===== src/rtl/riscv_pkg.sv =====
// Shared RISC-V definitions used by the fetch stage and the main decoder.
//   NOP_INSTR      : canonical NOP (addi x0, x0, 0) shown to decode when idle
//   OPC_*          : major opcode values (id_instr[6:0])
//   F3_*           : branch funct3 values (id_instr[14:12])
//   fetch_state_e  : fetch request tracker state encoding
//   fetch_entry_t  : one buffered fetch result {instr, pc}
//   word_align     : clears the byte offset of an address
package riscv_pkg;

  localparam logic [31:0] NOP_INSTR = 32'h0000_0013;

  localparam logic [6:0] OPC_LUI    = 7'b0110111;
  localparam logic [6:0] OPC_AUIPC  = 7'b0010111;
  localparam logic [6:0] OPC_JAL    = 7'b1101111;
  localparam logic [6:0] OPC_JALR   = 7'b1100111;
  localparam logic [6:0] OPC_BRANCH = 7'b1100011;
  localparam logic [6:0] OPC_LOAD   = 7'b0000011;
  localparam logic [6:0] OPC_STORE  = 7'b0100011;
  localparam logic [6:0] OPC_OP_IMM = 7'b0010011;
  localparam logic [6:0] OPC_OP     = 7'b0110011;
  localparam logic [6:0] OPC_SYSTEM = 7'b1110011;

  localparam logic [2:0] F3_BEQ  = 3'b000;
  localparam logic [2:0] F3_BNE  = 3'b001;
  localparam logic [2:0] F3_BLT  = 3'b100;
  localparam logic [2:0] F3_BGE  = 3'b101;
  localparam logic [2:0] F3_BLTU = 3'b110;
  localparam logic [2:0] F3_BGEU = 3'b111;

  typedef enum logic [1:0] {
    FETCH_IDLE = 2'd0,  // nothing outstanding
    FETCH_WAIT = 2'd1,  // one request outstanding, result wanted
    FETCH_DROP = 2'd2   // one request outstanding, result squashed
  } fetch_state_e;

  typedef struct packed {
    logic [31:0] instr;
    logic [31:0] pc;
  } fetch_entry_t;

  function automatic logic [31:0] word_align(input logic [31:0] addr);
    return {addr[31:2], 2'b00};
  endfunction

endpackage


===== src/rtl/fetch_buffer.sv =====
// Two-entry FIFO holding fetched {instr, pc} pairs between memory and decode.
//   clk, reset : clock, synchronous active-high reset
//   flush      : empty the FIFO; wins over push and pop in the same cycle
//   push       : write push_data (ignored when full without a pop)
//   push_data  : 64-bit {instr, pc}
//   pop        : drop the head entry (ignored when empty)
//   head       : current head entry (undefined content when count == 0)
//   count      : number of valid entries, 0..2
module fetch_buffer (
  input  logic        clk,
  input  logic        reset,
  input  logic        flush,
  input  logic        push,
  input  logic [63:0] push_data,
  input  logic        pop,
  output logic [63:0] head,
  output logic [1:0]  count
);

  logic [63:0] mem [2];
  logic        rd_ptr;
  logic        wr_ptr;
  logic [1:0]  cnt;
  logic        do_pop;
  logic        do_push;

  assign do_pop  = pop && (cnt != 2'd0);
  assign do_push = push && ((cnt != 2'd2) || do_pop);

  always_ff @(posedge clk) begin
    if (reset || flush) begin
      rd_ptr <= 1'b0;
      wr_ptr <= 1'b0;
      cnt    <= 2'd0;
    end else begin
      if (do_push) wr_ptr <= ~wr_ptr;
      if (do_pop)  rd_ptr <= ~rd_ptr;
      case ({do_push, do_pop})
        2'b10:   cnt <= cnt + 2'd1;
        2'b01:   cnt <= cnt - 2'd1;
        default: cnt <= cnt;
      endcase
    end
  end

  // Storage carries no reset; validity is tracked by cnt alone.
  always_ff @(posedge clk) begin
    if (do_push) mem[wr_ptr] <= push_data;
  end

  assign head  = mem[rd_ptr];
  assign count = cnt;

endmodule


===== src/rtl/fetch_stage.sv =====
// Instruction fetch stage: owns the fetch PC, issues one word request at a
// time to instruction memory, buffers results and presents them to decode.
//   RESET_PC        : PC of the first fetch after reset
//   clk, reset      : clock, synchronous active-high reset
//   imem_req_*      : request port (valid/ready, word address)
//   imem_rsp_*      : in-order response, at least one cycle after acceptance
//   redirect_*      : resolved branch/jump from execute; squashes younger work
//   id_valid/ready  : handshake toward decode
//   id_instr/pc/pc_plus4 : head instruction (NOP and pc 0 when id_valid = 0)
module fetch_stage
  import riscv_pkg::*;
#(
  parameter logic [31:0] RESET_PC = 32'h0000_0000
) (
  input  logic        clk,
  input  logic        reset,
  output logic        imem_req_valid,
  input  logic        imem_req_ready,
  output logic [31:0] imem_req_addr,
  input  logic        imem_rsp_valid,
  input  logic [31:0] imem_rsp_data,
  input  logic        redirect_valid,
  input  logic [31:0] redirect_pc,
  output logic        id_valid,
  input  logic        id_ready,
  output logic [31:0] id_instr,
  output logic [31:0] id_pc,
  output logic [31:0] id_pc_plus4
);

  fetch_state_e state;
  logic [31:0]  pc;
  logic [1:0]   buf_count;
  logic [63:0]  buf_head;
  fetch_entry_t head_entry;
  fetch_entry_t rsp_entry;
  logic         pop;
  logic         push;
  logic         slot_free;
  logic [1:0]   occ_next;
  logic         req_fire;

  assign id_valid = (buf_count != 2'd0);
  assign pop      = id_valid && id_ready;

  // Only a response to a live (non-squashed) request reaches the buffer.
  assign push = imem_rsp_valid && (state == FETCH_WAIT) && !redirect_valid;

  assign rsp_entry = '{instr: imem_rsp_data, pc: imem_req_tag()};

  // The outstanding request either stays in flight or lands in the buffer
  // this cycle; both occupy one slot, so WAIT counts as one either way.
  assign occ_next  = buf_count - {1'b0, pop} + {1'b0, state == FETCH_WAIT};
  assign slot_free = (state == FETCH_IDLE) ||
                     ((state == FETCH_WAIT) && imem_rsp_valid);

  assign imem_req_valid = !reset && !redirect_valid && slot_free &&
                          (occ_next < 2'd2);
  assign imem_req_addr  = pc;
  assign req_fire       = imem_req_valid && imem_req_ready;

  // PC of the outstanding request is always pc - 4: pc advanced on its
  // handshake and cannot move again until the response has been seen,
  // except via redirect, which squashes that response anyway.
  function automatic logic [31:0] imem_req_tag();
    return pc - 32'd4;
  endfunction

  always_ff @(posedge clk) begin
    if (reset) begin
      state <= FETCH_IDLE;
      pc    <= word_align(RESET_PC);
    end else if (redirect_valid) begin
      pc <= word_align(redirect_pc);
      case (state)
        FETCH_WAIT: state <= imem_rsp_valid ? FETCH_IDLE : FETCH_DROP;
        FETCH_DROP: state <= imem_rsp_valid ? FETCH_IDLE : FETCH_DROP;
        default:    state <= FETCH_IDLE;
      endcase
    end else begin
      if (req_fire) pc <= pc + 32'd4;
      case (state)
        FETCH_IDLE: if (req_fire) state <= FETCH_WAIT;
        FETCH_WAIT: if (imem_rsp_valid) state <= req_fire ? FETCH_WAIT : FETCH_IDLE;
        FETCH_DROP: if (imem_rsp_valid) state <= FETCH_IDLE;
        default:    state <= FETCH_IDLE;
      endcase
    end
  end

  fetch_buffer u_buffer (
    .clk       (clk),
    .reset     (reset),
    .flush     (redirect_valid),
    .push      (push),
    .push_data (rsp_entry),
    .pop       (pop),
    .head      (buf_head),
    .count     (buf_count)
  );

  assign head_entry  = fetch_entry_t'(buf_head);
  assign id_instr    = id_valid ? head_entry.instr : NOP_INSTR;
  assign id_pc       = id_valid ? head_entry.pc : 32'd0;
  assign id_pc_plus4 = id_pc + 32'd4;

endmodule

===== config.mk =====
export PLATFORM = sky130hd
export DESIGN_NAME = fetch_stage
export DESIGN_NICKNAME = d
export VERILOG_FILES = /design/src/rtl/riscv_pkg.sv /design/src/rtl/fetch_buffer.sv /design/src/rtl/fetch_stage.sv
export SDC_FILE = /design/constraint.sdc
export NUM_CORES = 1
export LEC_CHECK = 0
export ABC_AREA = 0
export CAP_MARGIN = 40
export CORE_UTILIZATION = 37
export DETAILED_ROUTE_END_ITERATION = 8
export DONT_BUFFER_PORTS = 1
export PLACE_DENSITY = 0.53
export SLEW_MARGIN = 20
export SYNTH_ARGS = -nofsm -noshare
export SYNTH_HDL_FRONTEND = slang
export SYNTH_HIERARCHICAL = 1
export SYNTH_SLANG_ARGS = --single-unit
export TNS_END_PERCENT = 20

===== constraint.sdc =====
create_clock -name clk -period 13.3 [get_ports clk]
set_input_delay 2.66 -clock clk [delete_from_list [all_inputs] [get_ports clk]]
set_output_delay 2.66 -clock clk [all_outputs]
set_load 0.03 [all_outputs]

==> results.sh <==
export IMPL_synthCells=748
export IMPL_hold_violations=0
export IMPL_hold_path_class="flip-flop to flip-flop"
export IMPL_die_x_microns=154
export IMPL_areaGrowthSynthToFinish_pct=9.61
export IMPL_grt_pass1_wl_mm=32.6
export IMPL_via_count=5704
export IMPL_arrival_ns=4.99
export IMPL_ys_types=73
export IMPL_ctsResizeCount=0
export IMPL_post_cts_setup_buffers=0
export IMPL_powerDensity_nw_per_um2=120
export IMPL_synth_ff_type="edfxtp_1"
export IMPL_power_leakage_nw=3.14
export IMPL_critPathCaptureType="output port"
export IMPL_grtUsageTotal=0.177
export IMPL_setup_viol=0
export IMPL_syn_avg_cell_area_sq_um=11.5
export IMPL_cts_root_buf="clkbuf_16"
export IMPL_drc=0
export IMPL_reg2reg_depth=9
export IMPL_cts_path_max_buffers=2
export IMPL_start_util=0.378
export IMPL_drtPass1Iterations=4
export IMPL_ys_top_cells_by_area="edfxtp_1 45%, dfxtp_1 8.6%, mux2_2 8.4%"
export IMPL_start_kind="flip-flop"
export IMPL_min_path_cells=2
export IMPL_cts_hold_buf=0
export IMPL_yosys_warnings=6
export IMPL_seq_area_frac_synth=0.534
export IMPL_clk_latency_ns=0.42
export IMPL_drv_cap=0
export IMPL_ys_ff_latch=165
export IMPL_dr_wl_met2_mm=9.88
export IMPL_clock_sinks=165
export IMPL_slew_violations=0
export IMPL_ios=200
export IMPL_fin_ws_ns=5.65
export IMPL_gp_congestion=0.848
export IMPL_fin_nets=807
export IMPL_grt_ovfl_total=0
export IMPL_syn_area_sq_um=8590
export IMPL_ir_drop_v=0.0000699
export IMPL_reg2reg_slack_ns=9.04
export IMPL_grt_pass1_vias=5709
export IMPL_netlist_area_leader_share=0.447
export IMPL_fmax_mhz=131
export IMPL_cp_cell_sequence="nor2_1 > inv_2 > nand2_1 > inv_1 > ha_1 > and3_1 > nor4b_1 > nand3_1 > or2_2 > xnor2_1"
export IMPL_drive_gt1_frac=0.175
export IMPL_dp_slack_ns=6.09
export IMPL_critPathMaxStageDelay_ns=0.78
export IMPL_status="finished clean"
export IMPL_grt_max_degree=65
export IMPL_dieArea_sq_um=23800
export IMPL_fin_crit_sh=0.575
export IMPL_fin_crit_ns=7.65
export IMPL_htree_levels=4
export IMPL_holdPathEnd="u_buffer/rd_ptr$_SDFFE_PP0N_"
export IMPL_top_layer_used="met4"
export IMPL_synth_edf_count=128
export IMPL_stdcell_count=1028
export IMPL_yosysTopAreaCell="edfxtp_1"
export IMPL_antenna_found_initial=1
export IMPL_tns_ns=0
export IMPL_crit_type="flip-flop to output port"
export IMPL_worst_slew_pin_slew_ns=0.912
export IMPL_cts_made_buffers=17
export IMPL_drt_wirelength_per_cell_microns=20.4
export IMPL_rr_endpoint="imem_req_addr[30]$_SDFFE_PP0P_"
export IMPL_routedLengthMet1_mm=9.19
export IMPL_crit_buf_inv=2
export IMPL_dpl_hpwl_mm=14.7
export IMPL_crit_family="simple AND/OR/NAND/NOR gates"
export IMPL_coreArea_sq_um=22700
export IMPL_worst_path_stages=10
export IMPL_final_antenna_net_count=0
export IMPL_grt_setup_unrepaired="false"
export IMPL_relSlewSlack=0.384
export IMPL_die_h_microns=154
export IMPL_worstHoldStart="u_buffer/rd_ptr$_SDFFE_PP0N_"
export IMPL_crit_slowest_cell="nor4b_1"
export IMPL_final_setup_skew_ns=0.0119
export IMPL_required_ns=10.64
export IMPL_cts_tree="yes"
export IMPL_synth_async_reset_ratio=0
export IMPL_dp_cells=995
export IMPL_drtIter0Drc=322
export IMPL_vias_per_cell=5.55
export IMPL_drt_total_wl_mm=21.0
export IMPL_wl_met3_mm=1.78
export IMPL_crit_fanout=13
export IMPL_io_buffers=0
export IMPL_r2r_start="u_buffer/count[0]$_SDFFE_PP0P_"
export IMPL_clk_pin_slew_ns=0.07
export IMPL_num_rows=55
[cells by family after synthesis]
family                     synth area share
and+or+nand+nor                       0.192
DFF                                   0.534
AOI/OAI and AO/OA                    0.0724
buffers and inverters                0.0382
muxes                                0.0880
xor gates and xnor gates             0.0651
adders and majority gates            0.0102
other                              0.000437
[through the flow]
| stage | hold WS, ns | utilization | area (sq um) | power [mW] |
|---|---|---|---|---|
| 3_3_place_gp | 0.489 | 0.386 | 8770 | 0.673 |
| 3_5_place_dp | 0.499 | 0.389 | 8830 | 0.677 |
| 4_1_cts | 0.517 | 0.413 | 9390 | 1.15 |
| 6_report | 0.514 | 0.415 | 9420 | 1.13 |
| 2_1_floorplan | 0.472 | - | 8610 | 0.662 |
| 5_1_grt | 0.563 | 0.415 | 9410 | 1.18 |
[worst register-to-register path, cell delays in order (launching register included)]
cell,delay [ns]
dfxtp_1,0.49
nor2_1,0.67
inv_2,0.34
and2_1,0.37
ha_1,0.32
nand2b_1,0.20
xnor2_2,0.49
nand2_1,0.51
or4_1,0.64
a31oi_1,0.17
[power by group]
group          leakage, nW  internal, mW  switching [mW]
combinational         1.41        0.0251          0.0418
clock                0.262         0.259           0.206
sequential            1.47         0.569          0.0297
total                 3.14         0.853           0.278
[sequential cells by signal (all words and copies together), names as in the netlist, named ones only]
register / count
u_buffer/mem: 128
imem_req_addr: 30
state: 2
u_buffer/count: 2
u_buffer/rd_ptr: 1
u_buffer/wr_ptr: 1
[worst max path at each step]
| stage | to | slack (ns) | start |
|---|---|---|---|
| final | id_pc_plus4[22] | 5.65 | u_buffer/count[0]$_SDFFE_PP0P_ |
| after global routing | id_pc_plus4[22] | 5.48 | u_buffer/count[0]$_SDFFE_PP0P_ |
| after global placement | id_pc_plus4[22] | 6.22 | u_buffer/count[1]$_SDFFE_PP0P_ |
| after floorplan | imem_req_valid | 6.08 | id_ready |
| after detailed placement | id_pc_plus4[22] | 6.09 | u_buffer/count[0]$_SDFFE_PP0P_ |
| after CTS | id_pc_plus4[22] | 5.61 | u_buffer/count[0]$_SDFFE_PP0P_ |
[Yosys cell counts, types with 3 or more instances]
cell type / number
a211oi_1: 6
a21oi_1: 18
a221oi_1: 3
a311oi_1: 3
a31oi_1: 12
and2_1: 61
and3_1: 8
and4_1: 5
buf_2: 12
buf_4: 10
clkbuf_1: 26
dfxtp_1: 37
edfxtp_1: 128
ha_1: 7
inv_1: 18
mux2_2: 64
nand2_1: 56
nand2b_1: 7
nand3_1: 20
nand3b_1: 3
nand4_1: 14
nor2_1: 40
nor2b_1: 4
nor3_1: 18
nor4_1: 6
nor4_2: 4
o211ai_1: 10
o21a_1: 5
o21ai_0: 10
o311ai_0: 3
o31ai_1: 3
or3_1: 10
or4_1: 9
or4_4: 3
xnor2_1: 28
xor2_1: 34
[layer usage]
| layer | GRT usage | vias up |
|---|---|---|
| met1 | 0.224 | 2779 |
| met3 | 0.0574 | 8 |
| li1 | - | 2695 |
| met2 | 0.286 | 222 |
| met5 | 0 | - |
| met4 | 0.0585 | 0 |
[cell type report]
| class | instances | area (sq um) |
|---|---|---|
| Antenna cell | 1 | 2.50 |
| Clock buffer | 17 | 425 |
| Clock inverter | 14 | 131 |
| Fill cell | 2133 | 13300 |
| Inverter | 20 | 75.1 |
| Multi-Input combinational cell | 517 | 3710 |
| Sequential cell | 165 | 4590 |
| Tap cell | 285 | 357 |
| Timing Repair Buffer | 9 | 128 |
[cells in the final DEF (no fill, tap or decap), types with 12 or more instances in the layout]
master	n
dfxtp_1	36
nor3_1	18
a31oi_1	12
a21oi_1	18
nand3_1	20
xnor2_1	28
edfxtp_1	128
mux2_2	64
nand4_1	14
and2_1	61
nand2_1	56
clkbuf_16	17
xor2_1	34
inv_1	17
nor2_1	38
No activity file was read; power rests on OpenSTA's default activity.
